<file path="config.mk">
export PLATFORM = sky130hd
export DESIGN_NAME = vga_rx_monitor
export DESIGN_NICKNAME = d
export VERILOG_FILES = /design/src/rtl/vga_rx_monitor.sv
export SDC_FILE = /design/constraint.sdc
export NUM_CORES = 1
export LEC_CHECK = 0
export BUFFER_PORTS_ARGS = -buffer_cell sky130_fd_sc_hd__buf_2
export CORE_UTILIZATION = 60
export DETAILED_ROUTE_END_ITERATION = 8
export GPL_TIMING_DRIVEN = 0
export MAX_ROUTING_LAYER = met4
export PLACE_DENSITY = 0.87
export SLEW_MARGIN = 30
export SYNTH_ARGS = -nofsm -noshare
export SYNTH_HDL_FRONTEND = slang
export SYNTH_SLANG_ARGS = --single-unit
</file>
<file path="constraint.sdc">
create_clock -name clk -period 7 [get_ports clk]
set_clock_uncertainty 0.05 [all_clocks]
set_input_delay 1.4 -clock clk [delete_from_list [all_inputs] [get_ports clk]]
set_output_delay 1.4 -clock clk [all_outputs]
set_load 0.005 [all_outputs]
</file>
<file path="src/rtl/vga_rx_monitor.sv">
// vga_rx_monitor: rebuilds VGA pixel coordinates from sync edges, checks timing, counts lit pixels per frame
// Ports: clk, reset (async active-low); hsync/vsync/rgb from the generator; clr_err clears sticky errors;
//   mon_x/mon_y coordinates, mon_valid/mon_rgb visible pixel strobe, frame_start at (0,0);
//   locked, h_err/v_err sticky timing errors, lit_count lit pixels of last frame, frame_cnt frames seen.
module vga_rx_monitor #(
  parameter int   CLK_DIV  = 2,
  parameter int   H_VIS    = 640,
  parameter int   H_FP     = 16,
  parameter int   H_SYNC   = 96,
  parameter int   H_TOTAL  = 800,
  parameter int   V_VIS    = 480,
  parameter int   V_FP     = 10,
  parameter int   V_SYNC   = 2,
  parameter int   V_TOTAL  = 525,
  parameter logic SYNC_POL = 1'b0
) (
  input  logic        clk,
  input  logic        reset,
  input  logic        hsync,
  input  logic        vsync,
  input  logic [2:0]  rgb,
  input  logic        clr_err,
  output logic [9:0]  mon_x,
  output logic [9:0]  mon_y,
  output logic        mon_valid,
  output logic [2:0]  mon_rgb,
  output logic        frame_start,
  output logic        locked,
  output logic        h_err,
  output logic        v_err,
  output logic [18:0] lit_count,
  output logic [15:0] frame_cnt
);
  localparam int DW = CLK_DIV > 1 ? $clog2(CLK_DIV) : 1;
  typedef enum logic [1:0] {SEARCH, ACQUIRE, LOCKED} state_t;
  state_t state, state_nxt;
  logic hs_r, vs_r, hs_p, vs_p;
  logic [2:0] rgb_r;
  logic [DW-1:0] div;
  logic [9:0] h_cnt, v_cnt, h_nxt, v_nxt;
  logic [18:0] lit;
  logic tick, h_lead, h_trail, v_lead, v_trail, h_wrap, h_fail, v_fail, vis, search;
  assign h_lead  = (hs_r == SYNC_POL) && (hs_p != SYNC_POL);
  assign h_trail = (hs_r != SYNC_POL) && (hs_p == SYNC_POL);
  assign v_lead  = (vs_r == SYNC_POL) && (vs_p != SYNC_POL);
  assign v_trail = (vs_r != SYNC_POL) && (vs_p == SYNC_POL);
  // an hsync leading edge always lands on a tick so the pixel phase follows the generator
  assign tick    = h_lead || div == '0;
  assign h_wrap  = tick && !h_lead && h_cnt == 10'(H_TOTAL - 1);
  assign search  = state == SEARCH;
  assign mon_x   = h_cnt;
  assign mon_y   = v_cnt;
  always_comb begin
    h_nxt = h_lead ? 10'(H_VIS + H_FP) : tick ? (h_wrap ? '0 : h_cnt + 10'd1) : h_cnt;
    v_nxt = v_lead ? 10'(V_VIS + V_FP) : h_wrap ? (v_cnt == 10'(V_TOTAL - 1) ? '0 : v_cnt + 10'd1) : v_cnt;
  end
  // trailing edges are judged on the coordinate this tick lands on
  assign h_fail = !search && ((h_lead && h_cnt != 10'(H_VIS + H_FP - 1)) ||
                              (h_trail && h_nxt != 10'(H_VIS + H_FP + H_SYNC)));
  assign v_fail = !search && ((v_lead && v_cnt != 10'(V_VIS + V_FP - 1)) ||
                              (v_trail && v_nxt != 10'(V_VIS + V_FP + V_SYNC)));
  assign vis    = tick && h_nxt < 10'(H_VIS) && v_nxt < 10'(V_VIS);
  always_ff @(posedge clk or negedge reset) begin
    if (!reset) begin
      state       <= SEARCH;
      hs_r        <= !SYNC_POL;
      vs_r        <= !SYNC_POL;
      hs_p        <= !SYNC_POL;
      vs_p        <= !SYNC_POL;
      rgb_r       <= '0;
      div         <= '0;
      h_cnt       <= '0;
      v_cnt       <= '0;
      mon_valid   <= 1'b0;
      mon_rgb     <= '0;
      frame_start <= 1'b0;
      h_err       <= 1'b0;
      v_err       <= 1'b0;
      lit         <= '0;
      lit_count   <= '0;
      frame_cnt   <= '0;
    end else begin
      state       <= state_nxt;
      hs_r        <= hsync;
      vs_r        <= vsync;
      hs_p        <= hs_r;
      vs_p        <= vs_r;
      rgb_r       <= rgb;
      div         <= h_lead ? DW'(1 % CLK_DIV) : div == DW'(CLK_DIV - 1) ? '0 : div + DW'(1);
      h_cnt       <= h_nxt;
      v_cnt       <= v_nxt;
      mon_valid   <= vis;
      mon_rgb     <= vis ? rgb_r : '0;
      frame_start <= tick && h_nxt == '0 && v_nxt == '0;
      h_err       <= h_fail || (h_err && !clr_err);
      v_err       <= v_fail || (v_err && !clr_err);
      lit         <= v_lead ? '0 : lit + 19'(vis && rgb_r != '0);
      lit_count   <= v_lead ? lit : lit_count;
      frame_cnt   <= frame_cnt + 16'(v_lead && !search);
    end
  end
  always_comb begin
    state_nxt = search ? (v_lead ? ACQUIRE : SEARCH) :
                (h_fail || v_fail) ? ACQUIRE : v_lead ? LOCKED : state;
  end
  always_comb begin
    locked = state == LOCKED;
  end
endmodule
</file>
==> metrics <==
status complete, no violations; sw frac 25.8%; Area contributors post-synth dfrtp_1 (51%), nand2_1 (7.4%), xnor2_1 (4.5%); Post-Route WL 8.72 mm; Layout Nets 525; HPWL after DPL 6.36 mm; worst skew pair latency 350 ps; internal power 0.000810 W; Total Die Area 7450 um^2; hold_buf cts 0; drt pass-1 iters 4; Period minus WS final 4200 ps; core area 6830 um^2; Hold Fails Final Rpt 0; Max-slew headroom 63.6%; post-synthesis cell count 427; number of max-cap violations 0; post-DR wirelength/cell 14.3 um; final max-slew violation count 0; vias in the first global route 3,169; Comb pwr share 10.1%; count of flip-flops with a built-in enable after synthesis 0; post-CTS sizing 0; Via Count 3,335; ys flop type dfrtp_1; Flop pwr share 53.9%; post-synthesis sequential area ratio 53.5%; setup slack, reg-to-reg 2800 ps; worst-margin pin slew 545 ps; layout cells sized above 1 20.8%; Worst setup endpoint lit[16]$_DFF_PN0_; Clock Power Share 36.0%; Storage cell area 2280 um^2; Inst Count DP 594; max frequency 238 MHz; clock root cell clkbuf_8; placed inst area 4770 um^2; design area 4990 um^2; io pins 71; Mapped Area 4260 um^2; Area Growth Syn to Fin 17.0%; first-pass GRT wire length 14.5 mm; drt drc 0; CP max-delay cell dfrtp_1; fin crit share 60.0%; Yosys top cell area share 51.1%; Ant. Diodes 0; cell type with the largest total area after synthesis dfrtp_1; Synth Warn # 0; H-Tree Level Count 3; die width 86.3 um; switching pwr 0.000281 W; Hold WS 335 ps; initial drt markers 118; CP max FO 8; Async S/R FF share, synth 100%; worst r2r dst lit[16]$_DFF_PN0_; port bufs 70; die height 86.3 um; syn nets 443; Critical Path Source mon_x[0]$_DFF_PN0_; Hold Crit Class reg -> reg; pin count of the biggest net entering global routing 50; clock buffer depth 2; top-count cell post-synth dfrtp_1; Worst Reg-to-Reg Cells 15; Synth top cells by count dfrtp_1 (87), nand2_1 (84), nor2_1 (43); unrepaired setup endpoints after global routing no; Placer Congestion 0.867; routed vias/inst 5.47; all-layer global routing usage 25.8%; fin util 73.1%; Setup Buffers After CTS 0; Starting Density 62.4%; Sum Neg Setup Slack 0 ps; Yosys cell types 54; area of the multi-input gates 1870 um^2; crit end category flip-flop; gr ovfl total 0; Clock Sinks 91; synthesized area per cell 9.99 um^2; max incr delay on CP 490 ps; Site Rows 30; peak supply drop 0.126 mV; LEAKAGE 2.46 nW; Worst Hold Launch hs_r$_DFF_PN1_; post-route insts no fill 610; DRT antenna net count 0; synthesized flop and latch total 91; Num CTS Buffers 9; initial antenna violation count 0; Fillers 516; CP cell instances ha_1 > and3_2 > nand4_1 > a21o_1 > a2bb2oi_1 > nand3_1 > and3b_1 > o31a_1 > ha_1 > ha_1 > nand3_1 > nor3_1 > nand3_1 > xor2_1 > nor2_1; Clk pin slew, worst setup/hold paths 80 ps; crit path kind reg -> reg; cell area power density 219 nW/um^2; Worst setup SP type flip-flop; final setup vio count 0; Reg-to-Reg Start mon_x[0]$_DFF_PN0_; CP Data Required Time 7170 ps; CTS tree done; Worst EP arrival 4370 ps
per-stage QoR:
step	setup slack, ps	power [W]
global placement	2940	0.000701
CTS	2800	0.00110
finish	2800	0.00109
detailed placement	2830	0.000709
floorplan	3610	0.000651
global route	2480	0.00114
layout make-up:
type	instances	area share, %
sequential	91	45.7
clock inverter	6	1.91
clock buffer	10	2.56
inverter	9	0.677
tap	96	2.41
timing repair buffer	71	7.70
buffer	16	1.53
multi-input combinational	311	37.5
flip-flops by register name, indices dropped and copies added, names as in the netlist:
register / flops
div: 1
frame_cnt: 16
frame_start: 1
h_err: 1
hs_p: 1
hs_r: 1
lit: 19
lit_count: 19
mon_rgb: 3
mon_valid: 1
mon_x: 10
mon_y: 10
rgb_r: 3
state: 2
v_err: 1
vs_p: 1
vs_r: 1
how the worst min path moves through the flow:
stage / endpoint / slack [ps] / depth (start not counted)
after global routing: hs_p$_DFF_PN1_ / 340 / 0
after floorplan: hs_p$_DFF_PN1_ / 310 / 0
final: hs_p$_DFF_PN1_ / 330 / 0
after global placement: hs_p$_DFF_PN1_ / 320 / 0
after detailed placement: hs_p$_DFF_PN1_ / 320 / 0
after CTS: hs_p$_DFF_PN1_ / 340 / 0
metal layers:
metal | share of wire [%] | global-route usage (%)
met1 | 44 | 32.3
met2 | 51 | 42.6
met3 | 4.1 | 3.90
met4 | 1.7 | 9.85
met5 | 0 | -
power groups by stage:
stage | clock [W] | combinational (W) | sequential [W]
final | 0.000393 | 0.000110 | 0.000588
after global routing | 0.000418 | 0.000126 | 0.000594
after CTS | 0.000398 | 0.000112 | 0.000588
after detailed placement | 0 | 0.000112 | 0.000597
after global placement | 0 | 0.000105 | 0.000595
after floorplan | 0 | 0.0000559 | 0.000595
layout by cell type, fill, tap and decap left out, drive strengths merged, types with 2 or more instances in the layout:
| cell type | n |
|---|---|
| nor3b | 2 |
| buf | 77 |
| nand3 | 24 |
| o21ai | 8 |
| dfrtp | 87 |
| clkinvlp | 2 |
| nor2 | 43 |
| mux2i | 2 |
| a41oi | 3 |
| and3 | 6 |
| nor4b | 2 |
| dfstp | 4 |
| clkbuf | 20 |
| ha | 8 |
| nand2 | 84 |
| xor2 | 20 |
| a21o | 4 |
| nor3 | 9 |
| nand2b | 4 |
| xnor2 | 22 |
| and2 | 6 |
| nand4 | 10 |
| o211ai | 2 |
| or3 | 5 |
| bufinv | 2 |
| a211oi | 4 |
| nor2b | 7 |
| a21oi | 12 |
| and4 | 6 |
| inv | 11 |
| nand3b | 2 |
critical path: cells and delay by family (launching register included):
| family | cells | cell delay, ps |
|---|---|---|
| adder cells (fa/ha/maj) | 3 | 690 |
| flip-flops | 1 | 490 |
| XOR/XNOR | 1 | 180 |
| AND/OR/NAND/NOR | 8 | 1840 |
| AO/OA/AOI/OAI | 3 | 830 |
cells by family after synthesis:
| group | after synthesis | share of synthesized area [%] |
|---|---|---|
| xor gates and xnor gates | 42 | 8.63 |
| and+or+nand+nor | 215 | 25.3 |
| AOI/OAI and AO/OA | 44 | 7.16 |
| buffers and inverters | 25 | 2.58 |
| adders and majority gates | 8 | 2.35 |
| muxes | 2 | 0.470 |
| DFF | 91 | 53.5 |
No activity file was read; power rests on OpenSTA's default activity.
